**config.mk**
```make
export PLATFORM = sky130hd
export DESIGN_NAME = pipe_ctrl
export DESIGN_NICKNAME = d
export VERILOG_FILES = /design/src/rtl/pipe_ctrl.sv
export SDC_FILE = /design/constraint.sdc
export NUM_CORES = 1
export LEC_CHECK = 0
export ABC_AREA = 1
export ABC_CLOCK_PERIOD_IN_PS = 1550
export BUFFER_PORTS_ARGS = -buffer_cell sky130_fd_sc_hd__buf_2
export CAP_MARGIN = 40
export CORE_ASPECT_RATIO = 1.1
export CORE_MARGIN = 2
export CORE_UTILIZATION = 43
export CTS_CLUSTER_DIAMETER = 40
export DETAILED_ROUTE_END_ITERATION = 16
export PLACE_DENSITY = 0.87
export SETUP_SLACK_MARGIN = 0.02
export SKIP_LAST_GASP = 1
export SLEW_MARGIN = 5
export SYNTH_ARGS = -nofsm -noshare
export SYNTH_HDL_FRONTEND = slang
export SYNTH_SLANG_ARGS = --single-unit
export TNS_END_PERCENT = 1
```
**constraint.sdc**
```tcl
create_clock -name clk -period 1.55 [get_ports clk]
set_clock_uncertainty 0.2 [all_clocks]
set_input_delay 0.155 -clock clk [delete_from_list [all_inputs] [get_ports clk]]
set_output_delay 0.155 -clock clk [all_outputs]
set_load 0.02 [all_outputs]
```
**src/rtl/pipe_ctrl.sv**
```systemverilog
// pipe_ctrl: pipeline stall merge, exception flush sequencing and stall watchdog.
// Optional perf counters under `PIPE_CTRL_PERF_EN.
module pipe_ctrl #(
  parameter int FLUSH_CYCLES = 1,
  parameter int STALL_LIMIT  = 1024,
  parameter int STALL_CNT_W  = 11
) (
  input  logic        clk,
  input  logic        rst,
  input  logic        stallreq_if,
  input  logic        stallreq_id,
  input  logic        stallreq_ex,
  input  logic        stallreq_mem,
  input  logic        excp_valid,
  input  logic [31:0] excp_pc,
  output logic [5:0]  stall,
  output logic        flush,
  output logic [31:0] new_pc,
  output logic        stall_timeout,
  output logic [31:0] perf_stall_cyc,
  output logic [31:0] perf_flush_cnt
);
  typedef enum logic {IDLE, FLUSH} state_t;
  state_t state, state_n;
  logic [3:0] fcnt, fcnt_n;
  logic [31:0] pc_q;
  logic [STALL_CNT_W-1:0] scnt, scnt_n;
  logic to_q, acc;
  logic [5:0] req;
  always_comb begin
    req = stallreq_mem ? 6'b011111 : stallreq_ex ? 6'b001111 :
          stallreq_id ? 6'b000111 : stallreq_if ? 6'b000011 : 6'b000000;
    acc = !rst && state == IDLE && excp_valid;
    flush = !rst && (state == FLUSH || acc);
    new_pc = !flush ? 32'h0 : state == FLUSH ? pc_q : excp_pc;
    stall = (rst || flush) ? 6'b0 : req;
    stall_timeout = !rst && to_q;
    state_n = state;
    fcnt_n = fcnt;
    if (acc && FLUSH_CYCLES > 1) begin
      state_n = FLUSH;
      fcnt_n = 4'(FLUSH_CYCLES - 1);
    end else if (state == FLUSH) begin
      state_n = fcnt == 4'd1 ? IDLE : FLUSH;
      fcnt_n = fcnt - 4'd1;
    end
    scnt_n = stall == 6'b0 ? '0 :
             scnt == STALL_CNT_W'(STALL_LIMIT) ? scnt : scnt + 1'b1;
  end
  always_ff @(posedge clk) begin
    if (rst) begin
      state <= IDLE;
      fcnt <= 4'd0;
      pc_q <= 32'h0;
      scnt <= '0;
      to_q <= 1'b0;
    end else begin
      state <= state_n;
      fcnt <= fcnt_n;
      pc_q <= acc ? excp_pc : pc_q;
      scnt <= scnt_n;
      to_q <= to_q | (scnt_n == STALL_CNT_W'(STALL_LIMIT));
    end
  end
`ifdef PIPE_CTRL_PERF_EN
  always_ff @(posedge clk) begin
    if (rst) begin
      perf_stall_cyc <= 32'h0;
      perf_flush_cnt <= 32'h0;
    end else begin
      perf_stall_cyc <= perf_stall_cyc + {31'h0, stall != 6'b0};
      perf_flush_cnt <= perf_flush_cnt + {31'h0, acc};
    end
  end
`else
  assign perf_stall_cyc = 32'h0;
  assign perf_flush_cnt = 32'h0;
`endif
endmodule

```
==> results.yml <==
sta:
  setup_viol: 39
  fin_ws_ns: -0.216
  rsz0062_at_grt: "true"
  fmax_ghz: 0.566
  final-max-slew-violation-count: 0
  hold_violations: 0
  fin_crit_sh_pct: 114
  fin_tns_setup_ns: -6.74
  fin_crit_ns: 1.77
synth:
  yosys.area.top_type: "dfxtp_1"
  syn-instance-count: 497
  synth_seq_cells: 49
  synth_top_area_share_pct: 30.3
  synth_area_mm2: 0.00323
  synthTopCellsByArea: "dfxtp_1, buf_4, nand2_1"
  ys_types: 30
  seq_area_frac_synth_pct: 30.3
  syn_area_per_cell_um2: 6.51
  yosysWarningCount: 0
place:
  dp_hpwl_um: 4960
  placement.io_buffers: 77
  place.gp.congestion: 0.971
  dp_cells: 650
drt:
  wl_per_cell_um: 11.9
  vias_per_cell: 4.70
  drt_iter0_drc: 86
  ant_nets: 0
  routed_wl_um: 8250
  via_count: 3269
  drc_errors: 0
  first_pass_iters: 6
run:
  max_cap_violations: 0
setup_path:
  r2r_cells: 9
  critical_path_depth: 6
  cp.required_ns: 1.19
  end_kind: "primary output"
  path_cells: "inv_8 -> clkbuf_16 -> o21ai_0 -> nand2_2 -> inv_2 -> buf_6"
  start_kind: "flip-flop"
  critPathSlowestCell: "dfxtp_4"
  rrSetupSlack_ns: -0.10
  max_stage_delay_ns: 0.41
  cp_num_buf_inv: 4
  cp.arrival_ns: 1.41
  critPathMaxFanout: 17
  critical_path_class: "reg -> out"
  cp_top_family: "buffers and inverters"
cells_and_area:
  final_cell_mix: "nand2_1, inv_1, conb_1"
  layout-drive-gt1-share_pct: 23.0
  num_antenna_cells: 0
  area_delta_synth_final_pct: 31.2
  final_common_cell: "nand2_1"
  utilization_pct: 57.4
  stdcell_count: 696
  filler_cell_count: 665
  fin_nets: 651
clocking:
  cts.path.max_buffers: 2
  clockRootBuffer: "clkbuf_8"
  cts_tree: "yes"
  cts_buffers: 5
  post_cts.repair.setup_buffers: 0
  h-tree-depth: 2
  clock_sinks: 49
  clkTransAtPathRegs_ns: 0.10
  worstSkewPairLatency_ns: 0.30
floorplanning:
  coreArea_mm2: 0.00739
  die-area_mm2: 0.00823
  initial_core_util_pct: 43.7
  die_h_um: 94.9
  pin_count: 143
  die-width_um: 86.7
  fp-row-count: 33
global_route:
  grt_pass1_wl_um: 11800
  met2_usage_pct: 35.0
  grt_overflow: 0
  grt_use_met1_pct: 18.4
  grt_pass1_vias: 2856
  use_met3_pct: 3.50
  top_usage_layer: "met2"
  grt_use_total_pct: 17.8
  antenna_found_initial: 0
  grt_max_degree: 39
run_status:
  violations: "negative setup slack"
  status: "complete, but fails checks"
pwr:
  irDropWorstVdd_uv: 425
  p_per_area_mw_per_mm2: 683
  p_leak_nw: 2.41
worst_hold_path:
  min_delay_path_depth: 4
  hp-class: "in -> reg"
[final timing paths]
kind	to	startpoint
worst max-delay path	new_pc[1]	state
worst min-delay path	fcnt[2]	rst
worst max register to register	to_q	scnt[0]
worst min register to register	pc_q[5]	pc_q[5]
[power breakdown]
| part | switching [mW] | leakage (nW) | internal [mW] |
|---|---|---|---|
| registers | 0.0181 | 0.404 | 1.32 |
| clock network | 0.446 | 0.0549 | 0.413 |
| logic | 0.445 | 1.95 | 0.255 |
[metrics by stage]
| step | setup slack, ns | hold WS (ns) | cell area, um^2 | total power, mW |
|---|---|---|---|---|
| after floorplan | 0.0219 | 0.0677 | 3480 | 1.90 |
| after global placement | 0.000906 | 0.167 | 3540 | 1.92 |
| after detailed placement | -0.0772 | 0.173 | 3540 | 1.93 |
| after CTS | -0.216 | 0.0339 | 4000 | 2.85 |
| after global routing | -0.331 | 0.0552 | 4240 | 3.04 |
| final | -0.216 | 0.0523 | 4240 | 2.90 |
[sequential cells by signal, summed over array words and instances (netlist names)]
| name | count |
|---|---|
| pc_q | 32 |
| scnt | 11 |
| fcnt | 4 |
| state | 1 |
| to_q | 1 |
[cell usage after synthesis (all sizes together)]
master,count
nor3,4
xor2,1
conb,1
nand3,21
o31ai,32
o22ai,1
xnor2,2
dfxtp,49
o21bai,1
nand2,132
a31oi,1
nor2,21
a21oi,3
buf,82
inv,99
o21ai,36
ha,4
clkbuf,6
nand4,1
[cell families after synthesis]
| family | share of synthesized area [%] |
|---|---|
| XOR/XNOR | 0.813 |
| other | 0.116 |
| AND/OR/NAND/NOR | 22.8 |
| buffers and inverters | 30.3 |
| AO/OA/AOI/OAI | 14.1 |
| adder cells (fa/ha/maj) | 1.55 |
| flip-flops | 30.3 |
[worst reg2reg max path: stages, from the launching register on]
cell     delay [ns]
dfxtp_2        0.38
ha_2           0.21
nand3_2        0.14
nor2_4         0.14
nand4_1        0.09
nand2_1        0.08
nand2_1        0.07
nor3_1         0.18
nand2_1        0.07
nand2_1        0.06
[final cells by class]
class                           instances  area, um^2  area share, %
Clock inverter                          1        8.76          0.207
Timing Repair Buffer                  128        1070           25.3
Tap cell                               87         109           2.57
Sequential cell                        49         988           23.3
Inverter                               99         384           9.06
Clock buffer                            7        96.3           2.27
Multi-Input combinational cell        325        1580           37.3
[per-layer routing]
metal  wire [um]  part of all wire (%)  up-vias
met3         542                   6.6       21
met4         189                   2.3        0
li1            -                     -     1608
met1        3210                    39     1486
met5           0                     0        -
met2        4300                    52      154
[timing repair]
action                                  4_1_cts  5_1_grt
pin swaps                                     0        1
cloned                                        1        5
hold endpoints to repair                     32        0
hold buffers                                 32        0
gates resized for setup                       4       80
endpoints found under the setup margin       39       62
Power figures use the tool's default switching activity.
